===== config.mk =====
export PLATFORM = sky130hd
export DESIGN_NAME = hazard_stall_ctrl
export DESIGN_NICKNAME = d
export VERILOG_FILES = /design/src/rtl/hazard_stall_ctrl.sv
export SDC_FILE = /design/constraint.sdc
export NUM_CORES = 1
export LEC_CHECK = 0
export ABC_AREA = 1
export BUFFER_PORTS_ARGS = -buffer_cell sky130_fd_sc_hd__clkbuf_2
export CAP_MARGIN = 20
export CORE_MARGIN = 8
export CORE_UTILIZATION = 55
export CTS_CLUSTER_DIAMETER = 60
export DETAILED_ROUTE_END_ITERATION = 6
export GPL_ROUTABILITY_DRIVEN = 0
export MAX_ROUTING_LAYER = met4
export PLACE_DENSITY = 0.85
export SYNTH_ARGS = -nofsm -noshare
export SYNTH_HDL_FRONTEND = slang
export SYNTH_SLANG_ARGS = --single-unit

===== constraint.sdc =====
create_clock -name hz_clk -period 5.5 [get_ports hz_clk]
set_input_delay 1.375 -clock hz_clk [delete_from_list [all_inputs] [get_ports hz_clk]]
set_output_delay 1.375 -clock hz_clk [all_outputs]
set_load 0.01 [all_outputs]

===== src/rtl/hazard_stall_ctrl.sv =====
// hazard_stall_ctrl: load-use bubble insertion and MDU stall control with saturating stall counter.
// Optional MDU_WAIT timeout abort enabled by defining HZ_MDU_TIMEOUT_EN.
module hazard_stall_ctrl #(
    parameter int GPR_ADDR_WIDTH  = 5,
    parameter int STALL_CNT_WIDTH = 16,
    parameter int MDU_TIMEOUT     = 40
) (
    input  logic                       hz_clk,
    input  logic                       hz_rst,
    input  logic                       wdt_reset_i,
    input  logic [GPR_ADDR_WIDTH-1:0]  id_rs1,
    input  logic [GPR_ADDR_WIDTH-1:0]  id_rs2,
    input  logic                       id_rs1_used,
    input  logic                       id_rs2_used,
    input  logic [GPR_ADDR_WIDTH-1:0]  ex_rd,
    input  logic                       ex_mem_rd_en,
    input  logic                       mdu_start_i,
    input  logic                       mult_valid_i,
    input  logic                       div_valid_i,
    input  logic                       rem_valid_i,
    input  logic                       branch_flush_i,
    output logic                       stall_pipeline,
    output logic                       flush_id_ex,
    output logic [1:0]                 hz_state_o,
    output logic [STALL_CNT_WIDTH-1:0] stall_cycles_o,
    output logic                       mdu_timeout_o
);
    typedef enum logic [1:0] {IDLE = 2'b00, LU_STALL = 2'b01, MDU_WAIT = 2'b10, MDU_DRAIN = 2'b11} state_t;
    state_t                     state_q, state_d;
    logic [STALL_CNT_WIDTH-1:0] stall_cnt_q, stall_cnt_d;
    logic                       load_use, any_valid, stall_d, flush_d, timeout;

    assign load_use  = ex_mem_rd_en && (ex_rd != '0) &&
                       ((id_rs1_used && id_rs1 == ex_rd) || (id_rs2_used && id_rs2 == ex_rd));
    assign any_valid = mult_valid_i || div_valid_i || rem_valid_i;

`ifdef HZ_MDU_TIMEOUT_EN
    localparam int TW = $clog2(MDU_TIMEOUT + 1);
    logic [TW-1:0] to_cnt_q, to_cnt_d;
    // Counter is zero outside MDU_WAIT, so it restarts on every entry.
    assign to_cnt_d = (state_q == MDU_WAIT) ? to_cnt_q + 1'b1 : '0;
    assign timeout  = (state_q == MDU_WAIT) && (to_cnt_q == TW'(MDU_TIMEOUT - 1)) && !any_valid;
    always_ff @(posedge hz_clk or negedge hz_rst) begin
        if (!hz_rst) to_cnt_q <= '0;
        else         to_cnt_q <= to_cnt_d;
    end
`else
    assign timeout = 1'b0;
`endif

    always_comb begin
        state_d = state_q;
        stall_d = 1'b0;
        flush_d = 1'b0;
        if (wdt_reset_i) begin
            state_d = IDLE;
        end else begin
            case (state_q)
                IDLE: begin
                    if (branch_flush_i) begin
                        flush_d = 1'b1;
                    end else if (mdu_start_i) begin
                        stall_d = 1'b1;
                        state_d = MDU_WAIT;
                    end else if (load_use) begin
                        stall_d = 1'b1;
                        flush_d = 1'b1;
                        state_d = LU_STALL;
                    end
                end
                LU_STALL: begin
                    flush_d = branch_flush_i;
                    state_d = IDLE;
                end
                MDU_WAIT: begin
                    stall_d = 1'b1;
                    state_d = any_valid ? MDU_DRAIN : (timeout ? IDLE : MDU_WAIT);
                end
                MDU_DRAIN: begin
                    stall_d = 1'b1;
                    state_d = IDLE;
                end
            endcase
        end
    end

    assign stall_cnt_d = wdt_reset_i ? '0 :
                         (stall_d && !(&stall_cnt_q)) ? stall_cnt_q + 1'b1 : stall_cnt_q;

    always_ff @(posedge hz_clk or negedge hz_rst) begin
        if (!hz_rst) begin
            state_q     <= IDLE;
            stall_cnt_q <= '0;
        end else begin
            state_q     <= state_d;
            stall_cnt_q <= stall_cnt_d;
        end
    end

    // Mealy outputs gated by reset so they drop the instant hz_rst falls.
    assign stall_pipeline = hz_rst && stall_d;
    assign flush_id_ex    = hz_rst && flush_d;
    assign mdu_timeout_o  = hz_rst && timeout && !wdt_reset_i;
    assign hz_state_o     = state_q;
    assign stall_cycles_o = stall_cnt_q;
endmodule


==> results of run 1 <==
## layer usage
layer | GRT usage [%] | vias up | share of wire, %
li1 | - | 785 | -
met1 | 19.2 | 668 | 46
met2 | 28.4 | 52 | 47
met3 | 3.15 | 7 | 6.2
met4 | 3.39 | 0 | 0.93
met5 | - | - | 0
## state kept, by name, summed over array words and instances (netlist names)
name and flops:
hz_state_o 2, stall_cycles_o 16
## metrics by stage
stage	power, mW	cell area, um2	worst slack, ps	instances
after floorplan	0.189	1460	1750	221
final	0.293	1720	1510	295
after global routing	0.310	1720	1320	295
after CTS	0.295	1720	1510	295
after global placement	0.212	1690	1530	291
after detailed placement	0.213	1690	1520	291
## layout make-up
type	instances	area share, %
Multi-Input combinational cell	165	49.3
Inverter	33	7.18
Clock buffer	4	2.10
Timing Repair Buffer	45	13.1
Tap cell	30	2.18
Sequential cell	18	26.1
## critical path, cell delays in order
cell and delay (ps):
clkbuf_2 100, inv_1 60, nand2_1 50, nand2_1 50
nor2_1 90, nand3_1 80, nand2_1 70, nand2_1 60
nand2_1 70, nand2_1 80, nand2_4 190, nand2_1 80
nor2_1 100, clkbuf_2 140
## cells by family after synthesis
logic type               Yosys count  synth area share [%]
adder cells (fa/ha/maj)            1                 0.855
flip-flops                        18                  30.8
other                              1                 0.256
AND/OR/NAND/NOR                  145                  46.8
AO/OA/AOI/OAI                      6                  2.99
buffers and inverters             38                  11.1
XOR/XNOR                          12                  7.18
## how the worst max path moves through the flow
stage                          end  slack, ps
global route        stall_pipeline       1320
detailed placement  stall_pipeline       1520
floorplan           stall_pipeline       1750
global placement    stall_pipeline       1530
finish              stall_pipeline       1510
CTS                 stall_pipeline       1510
## power groups by stage
| stage | sequential, mW | clock [mW] | combinational, mW |
|---|---|---|---|
| after floorplan | 0.147 | 0 | 0.0429 |
| after global placement | 0.145 | 0 | 0.0667 |
| after detailed placement | 0.145 | 0 | 0.0675 |
| after CTS | 0.142 | 0.0842 | 0.0679 |
| after global routing | 0.143 | 0.0902 | 0.0765 |
| final | 0.143 | 0.0831 | 0.0670 |
## cell usage in the layout (no fill, tap or decap)
master / n
a21oi_1: 1
a21oi_4: 1
a31oi_1: 1
clkbuf_2: 45
clkbuf_4: 3
clkbuf_8: 1
clkinv_1: 1
conb_1: 1
dfrtp_1: 18
ha_1: 1
inv_1: 28
inv_2: 4
nand2_1: 66
nand2_2: 3
nand2_4: 2
nand3_1: 27
nand3_2: 2
nand3b_1: 2
nand4_1: 12
nor2_1: 25
nor2_2: 1
nor2_4: 1
nor3_1: 1
nor3_2: 1
nor3b_4: 1
o21ai_0: 1
o21ai_1: 1
o22ai_1: 1
or3_1: 1
xnor2_1: 1
xor2_1: 11
==> flow_summary.ini, run 1 <==
[clock_network]
root_buffer = clkbuf_4
cts_resized = 0
clk_latency_ps = 290
hold_buffers = 0
clk_path_buf_depth = 2
numCtsBuffers = 3
cts_tree = done
postCtsSetupBuffers = 0
cts.sink_count = 18
clk_pin_slew_ps = 110
htree_levels = 1

[final_layout]
nNetsFinal = 293
syn_to_final_growth_pct = 17.8
multi_input_area_um2 = 851
antenna_cells = 0
drive_above_1_share_pct = 24.5
fin_util_pct = 69.0
register_area_um2 = 450
fillCellCount = 216

[critical_path]
required_ps = 4120
rrSetupSlack_ps = 3650
r2r_start = stall_cycles_o[0]$_DFFE_PN0P_
critPathMaxFanout = 18
path_class = in2out
reg2reg_depth = 8
rr_endpoint = stall_cycles_o[11]$_DFFE_PN0P_
arrival_ps = 2620
startpoint_type = primary input
end_kind = output pin
setup.worst_path.start = ex_rd[1]

[yosys]
postSynthCellCount = 221
synth_edf_count = 0
syn-num-nets = 248
synthTopCellsByCount = nand2_1 (66), inv_1 (28), nand3_1 (27)
syn_area_um2 = 1460
synthArstFlopShare_pct = 100
ys_top_cells_by_area = dfrtp_1 (31%), nand2_1 (17%), nand3_1 (9.2%)
synth_most_common_cell = nand2_1
ys.flop_type = dfrtp_1
syn_avg_cell_area_um2 = 6.62
yosys.area.top_type = dfrtp_1
synth_seq_cells = 18
yosysUniqueCellTypes = 32
synth_warnings = 0
ys_seq_area_share_pct = 30.8
synth_top_area_share_pct = 30.8

[power]
seqPwrFrac_pct = 48.7
power_density_nw_per_um2 = 170
p_sw_share_pct = 31.3
clkPwrFrac_pct = 28.4
combPwrFrac_pct = 22.9
p_int_mw = 0.201
p_leak_nw = 1.05
vdd_ir_drop_max_mv = 0.158
power.switching_mw = 0.0915

[floorplan]
die_area_um2 = 4570
chipHeight_um = 67.6
initial_core_util_pct = 58.6
fp.dieW_um = 67.6
coreArea_um2 = 2500
fp-row-count = 18
io_pins = 47

[detailed_routing]
dr_total_vias = 1512
wl_per_cell_um = 11.7
drt_iter0_drc = 58
dr.pass1.iters = 5
wl_um = 3440
drcViolationCount = 0
vias_per_cell = 5.13
drtAntennaViolNets = 0

[sta]
whs_ps = 573
setup_viol_count_final = 0
skew_ps = 2.87
fmax_ghz = 0.251
grt_setup_unrepaired = no
max-slew-margin-rel_pct = 49.8
slew_violations = 0
tightest_slew_ps = 748
final.setup.tns_ps = 0
fin_crit_ps = 3990
hold_viol = 0
min_period_over_period_pct = 72.6

[grt]
antenna_found_initial = 0
grt_pass1_vias = 1466
grt_max_degree = 28
grt_pass1_wl_um = 6040
grt_usage_pct = 16.4
gr-total-overflow = 0

[job]
maxCapViolations = 0

[place]
dp_hpwl_um = 2660
portBuffers = 45

[worst_hold_path]
holdPathEnd = stall_cycles_o[1]$_DFFE_PN0P_
hold_path_class = reg2reg
hold_depth = 2
holdCritStartpoint = stall_cycles_o[1]$_DFFE_PN0P_

[outcome]
status = finished clean
(Power assumes the default switching activity.)
==> run 2: changes to the inputs <==
--- a/config.mk
+++ b/config.mk
@@ -9,12 +9,12 @@
 export BUFFER_PORTS_ARGS = -buffer_cell sky130_fd_sc_hd__clkbuf_2
 export CAP_MARGIN = 20
 export CORE_MARGIN = 8
-export CORE_UTILIZATION = 55
+export CORE_UTILIZATION = 51
 export CTS_CLUSTER_DIAMETER = 60
 export DETAILED_ROUTE_END_ITERATION = 6
 export GPL_ROUTABILITY_DRIVEN = 0
 export MAX_ROUTING_LAYER = met4
-export PLACE_DENSITY = 0.85
+export PLACE_DENSITY = 0.8
 export SYNTH_ARGS = -nofsm -noshare
 export SYNTH_HDL_FRONTEND = slang
 export SYNTH_SLANG_ARGS = --single-unit
==> constraint.sdc (replaced) <==
create_clock -name hz_clk -period 3.85 [get_ports hz_clk]
set_input_delay 0.9625 -clock hz_clk [delete_from_list [all_inputs] [get_ports hz_clk]]
set_output_delay 0.9625 -clock hz_clk [all_outputs]
set_load 0.01 [all_outputs]
==> flow_summary.ini, run 2 (synthesis results as in run 1) <==
[outcome]
status = finished clean

[clock_network]
cts_tree = done
clk_pin_slew_ps = 100
root_buffer = clkbuf_4
postCtsSetupBuffers = 0
clk_path_buf_depth = 2
clk_latency_ps = 300
cts.sink_count = 18
cts_resized = 0
htree_levels = 1
numCtsBuffers = 3
hold_buffers = 0

[place]
place_ws_ps = 688
placedInstanceArea_um2 = 1700
portBuffers = 45
dp_hpwl_um = 2750

[critical_path]
end_kind = output pin
path_class = in2out
arrival_ps = 2200
rrSetupSlack_ps = 2010
required_ps = 2890
critPathMaxFanout = 18
max_stage_delay_ps = 190
path_cells = clkbuf_2 -> inv_1 -> nand2_1 -> nand2_1 -> nor2_1 -> nand3_1 -> nand2_1 -> nand2_1 -> nand2_1 -> nand2_1 -> nand2_4 -> nand2_1 -> nor2_1 -> clkbuf_2
startpoint_type = primary input
cp_slowest_cell = nand2_4
crit_top_cell = nand2_1

[floorplan]
coreArea_um2 = 2730
initial_core_util_pct = 53.5
die_area_um2 = 4840
fp.dieW_um = 69.6
fp-row-count = 19
chipHeight_um = 69.6
io_pins = 47

[grt]
grt_pass1_wl_um = 6270
grt_usage_pct = 15.2
grt_max_degree = 26
gr-total-overflow = 0
grt_pass1_vias = 1509
antenna_found_initial = 0

[power]
vdd_ir_drop_max_mv = 0.268
seqPwrFrac_pct = 48.3
combPwrFrac_pct = 23.4
power.switching_mw = 0.133
clkPwrFrac_pct = 28.2
p_int_mw = 0.289
p_sw_share_pct = 31.5
p_leak_nw = 1.06
power_density_nw_per_um2 = 242

[job]
maxCapViolations = 0

[sta]
skew_ps = 12.4
slew_violations = 0
min_period_over_period_pct = 82.2
whs_ps = 568
grt_setup_unrepaired = no
hold_viol = 0
setup_ws_ps = 686
fin_crit_ps = 3160
setup_viol_count_final = 0
fmax_ghz = 0.316
final.setup.tns_ps = 0

[final_layout]
syn_to_final_growth_pct = 18.9
nNetsFinal = 295
register_area_um2 = 450
multi_input_area_um2 = 851
largest_register_ffs = 16
fillCellCount = 270
drive_above_1_share_pct = 25.1
layout_common_cells = nand2_1 (66), clkbuf_2 (45), inv_1 (28)
antenna_cells = 0
layout_commonest_cell = nand2_1
postLayoutCellArea_um2 = 1740

[detailed_routing]
vias_per_cell = 5.09
drtAntennaViolNets = 0
drt_iter0_drc = 106
dr_total_vias = 1518
drcViolationCount = 0
wl_um = 3530
dr.pass1.iters = 4
wl_per_cell_um = 11.8

[worst_hold_path]
hold_path_class = reg2reg
==> run 2: cell types whose count changed in the layout (fill, tap and decap cells not counted), sizes merged <==
cell  change
buf       +2
==> run 2: metrics by stage <==
step	power, mW	instances	util [%]
final	0.421	298	63.7
after global routing	0.444	298	63.7
after CTS	0.426	298	63.7
after detailed placement	0.307	294	62.3
after global placement	0.305	294	62.3
after floorplan	0.271	221	-
==> run 2: path summary, 6_finish.rpt <==
path,start,to,cells after the start
max,ex_rd[1],stall_pipeline,14
min,stall_cycles_o[1]$_DFFE_PN0P_,stall_cycles_o[1]$_DFFE_PN0P_,2
max reg2reg,stall_cycles_o[0]$_DFFE_PN0P_,stall_cycles_o[12]$_DFFE_PN0P_,8
max in group asynchronous,hz_rst,stall_cycles_o[1]$_DFFE_PN0P_,2
min reg2reg,stall_cycles_o[1]$_DFFE_PN0P_,stall_cycles_o[1]$_DFFE_PN0P_,2
min in group asynchronous,hz_rst,stall_cycles_o[13]$_DFFE_PN0P_,2
==> run 2: metal layers <==
metal | global-route usage (%) | vias to the layer above | part of all wire [%]
met5 | - | - | 0
met4 | 3.64 | 0 | 0.59
met3 | 3.29 | 2 | 4.5
met2 | 24.5 | 41 | 46
met1 | 18.7 | 685 | 48
li1 | - | 790 | -
==> run 2: power groups by stage <==
stage	sequential, mW	combinational [mW]	clock [mW]
after floorplan	0.209	0.0612	0
after global placement	0.208	0.0977	0
after detailed placement	0.207	0.0996	0
after CTS	0.204	0.0999	0.123
after global routing	0.205	0.112	0.127
final	0.204	0.0988	0.119
==> run 2: final cells by class <==
class                      instances  share of cell area [%]
inverter                          33                    7.12
sequential                        18                    25.9
multi-input combinational        165                    48.9
clock buffer                       4                    2.08
tap                               31                    2.23
timing repair buffer              47                    13.8
==> run 2: critical path: cells and delay by family <==
family / cells / cell delay [ps]
buf+inv: 3 / 300
simple gates: 11 / 910
==> run 3: changes to the inputs <==
==> constraint.sdc (replaced) <==
create_clock -name hz_clk -period 3 [get_ports hz_clk]
set_input_delay 0.75 -clock hz_clk [delete_from_list [all_inputs] [get_ports hz_clk]]
set_output_delay 0.75 -clock hz_clk [all_outputs]
set_load 0.01 [all_outputs]
==> flow_summary.ini, run 3 (synthesis results as in run 1) <==
[outcome]
status = finished clean

[detailed_routing]
wl_um = 3640
drcViolationCount = 0
wl_per_cell_um = 12.2
dr_total_vias = 1534
vias_per_cell = 5.13
drt_iter0_drc = 77
dr.pass1.iters = 4
drtAntennaViolNets = 0

[sta]
fmax_ghz = 0.392
skew_ps = 1.72
min_period_over_period_pct = 85.0
slew_violations = 0
fin_crit_ps = 2550
whs_ps = 427
grt_setup_unrepaired = no
setup_viol_count_final = 0
hold_viol = 0
final.setup.tns_ps = 0

[critical_path]
critPathMaxFanout = 3
startpoint_type = primary input
max_stage_delay_ps = 140
path_cells = clkbuf_2 -> inv_1 -> nand2_1 -> nand2_1 -> nor2_1 -> nand3_1 -> nand2_1 -> nand2_1 -> nand2_1 -> nand2_1 -> nand2_4 -> nand2_1 -> nor2_1 -> clkbuf_2
cp_slowest_cell = clkbuf_2
arrival_ps = 1800
critPathBufInv = 3
path_class = in2out
end_kind = output pin
required_ps = 2250
crit_family = simple AND/OR/NAND/NOR gates
crit_top_cell = nand2_1

[final_layout]
register_area_um2 = 450
largest_register_ffs = 16
syn_to_final_growth_pct = 19.4
layout_commonest_cell = nand2_1
antenna_cells = 0
fillCellCount = 262
drive_above_1_share_pct = 25.4
multi_input_area_um2 = 851
nNetsFinal = 296
postLayoutCellArea_um2 = 1750
layout_common_cells = nand2_1 (66), clkbuf_2 (45), inv_1 (28)

[clock_network]
cts_resized = 0
numCtsBuffers = 3
cts_tree = done
htree_levels = 1
hold_buffers = 0
cts.sink_count = 18
clk_pin_slew_ps = 100
root_buffer = clkbuf_4
postCtsSetupBuffers = 0
clk_path_buf_depth = 2
clk_latency_ps = 300

[floorplan]
die_area_um2 = 4840
io_pins = 47
coreArea_um2 = 2730
chipHeight_um = 69.6
fp.dieW_um = 69.6
fp-row-count = 19
initial_core_util_pct = 53.5

[grt]
gr-total-overflow = 0
grt.busiest_layer = met2
antenna_found_initial = 0
grt_use_met3_pct = 3.86
grt_pass1_vias = 1565
grt_pass1_wl_um = 6580
grt_use_met2_pct = 25.7
grt_usage_pct = 16.1
gr-usage-met1_pct = 19.2
grt_max_degree = 25

[worst_hold_path]
hold_path_class = in2async

[place]
portBuffers = 45
placedInstanceArea_um2 = 1710
dp_hpwl_um = 2830

[power]
p_leak_nw = 1.06
vdd_ir_drop_max_mv = 0.237
power_density_nw_per_um2 = 313

[job]
maxCapViolations = 0
-- run 3: cell types whose count changed in the layout (fill, tap and decap cells not counted) --
cell	delta
buf_4	+1
-- run 3: final timing paths --
path | to | cells after the start | slack (ps) | startpoint
min | stall_cycles_o[13]$_DFFE_PN0P_ | 2 | 430 | hz_rst
max reg2reg | stall_cycles_o[11]$_DFFE_PN0P_ | 8 | 1130 | stall_cycles_o[0]$_DFFE_PN0P_
max | stall_pipeline | 14 | 450 | ex_rd[1]
min reg2reg | stall_cycles_o[1]$_DFFE_PN0P_ | 2 | 580 | stall_cycles_o[1]$_DFFE_PN0P_
max in group asynchronous | stall_cycles_o[15]$_DFFE_PN0P_ | 2 | 2380 | hz_rst
min in group hz_clk | stall_cycles_o[1]$_DFFE_PN0P_ | 2 | 580 | stall_cycles_o[1]$_DFFE_PN0P_
-- run 3: worst reg2reg max path: cells and delay by family (launching register included) --
kind	cells	cell delay, ps
fa+ha+maj	1	220
flops	1	420
simple gates	7	1140
-- run 3: final cells by class --
class / instances / area share (%)
clock buffers: 4 / 2.08
inverters: 33 / 7.09
multi-input cells: 165 / 48.7
flip-flops and latches: 18 / 25.8
well taps: 31 / 2.22
repair buffers: 48 / 14.2
-- run 3: power by group --
| group | switching, mW | internal (mW) | leakage [nW] |
|---|---|---|---|
| sequential | 0.0107 | 0.251 | 0.249 |
| combinational | 0.0837 | 0.0482 | 0.792 |
| clock | 0.0802 | 0.0742 | 0.0210 |
| total | 0.175 | 0.373 | 1.06 |
-- run 3: per-stage QoR --
step	setup slack (ps)	utilization, %	cells	power, mW
after global placement	467	62.6	295	0.395
after global routing	230	63.9	299	0.581
after CTS	433	63.9	299	0.555
final	449	63.9	299	0.548
after detailed placement	440	62.6	295	0.399
after floorplan	500	-	221	0.347
-- run 3: metal layers --
metal	share of wire, %	up-vias
met1	46	698
li1	-	790
met3	5.4	4
met5	0	-
met2	47	42
met4	1.2	0
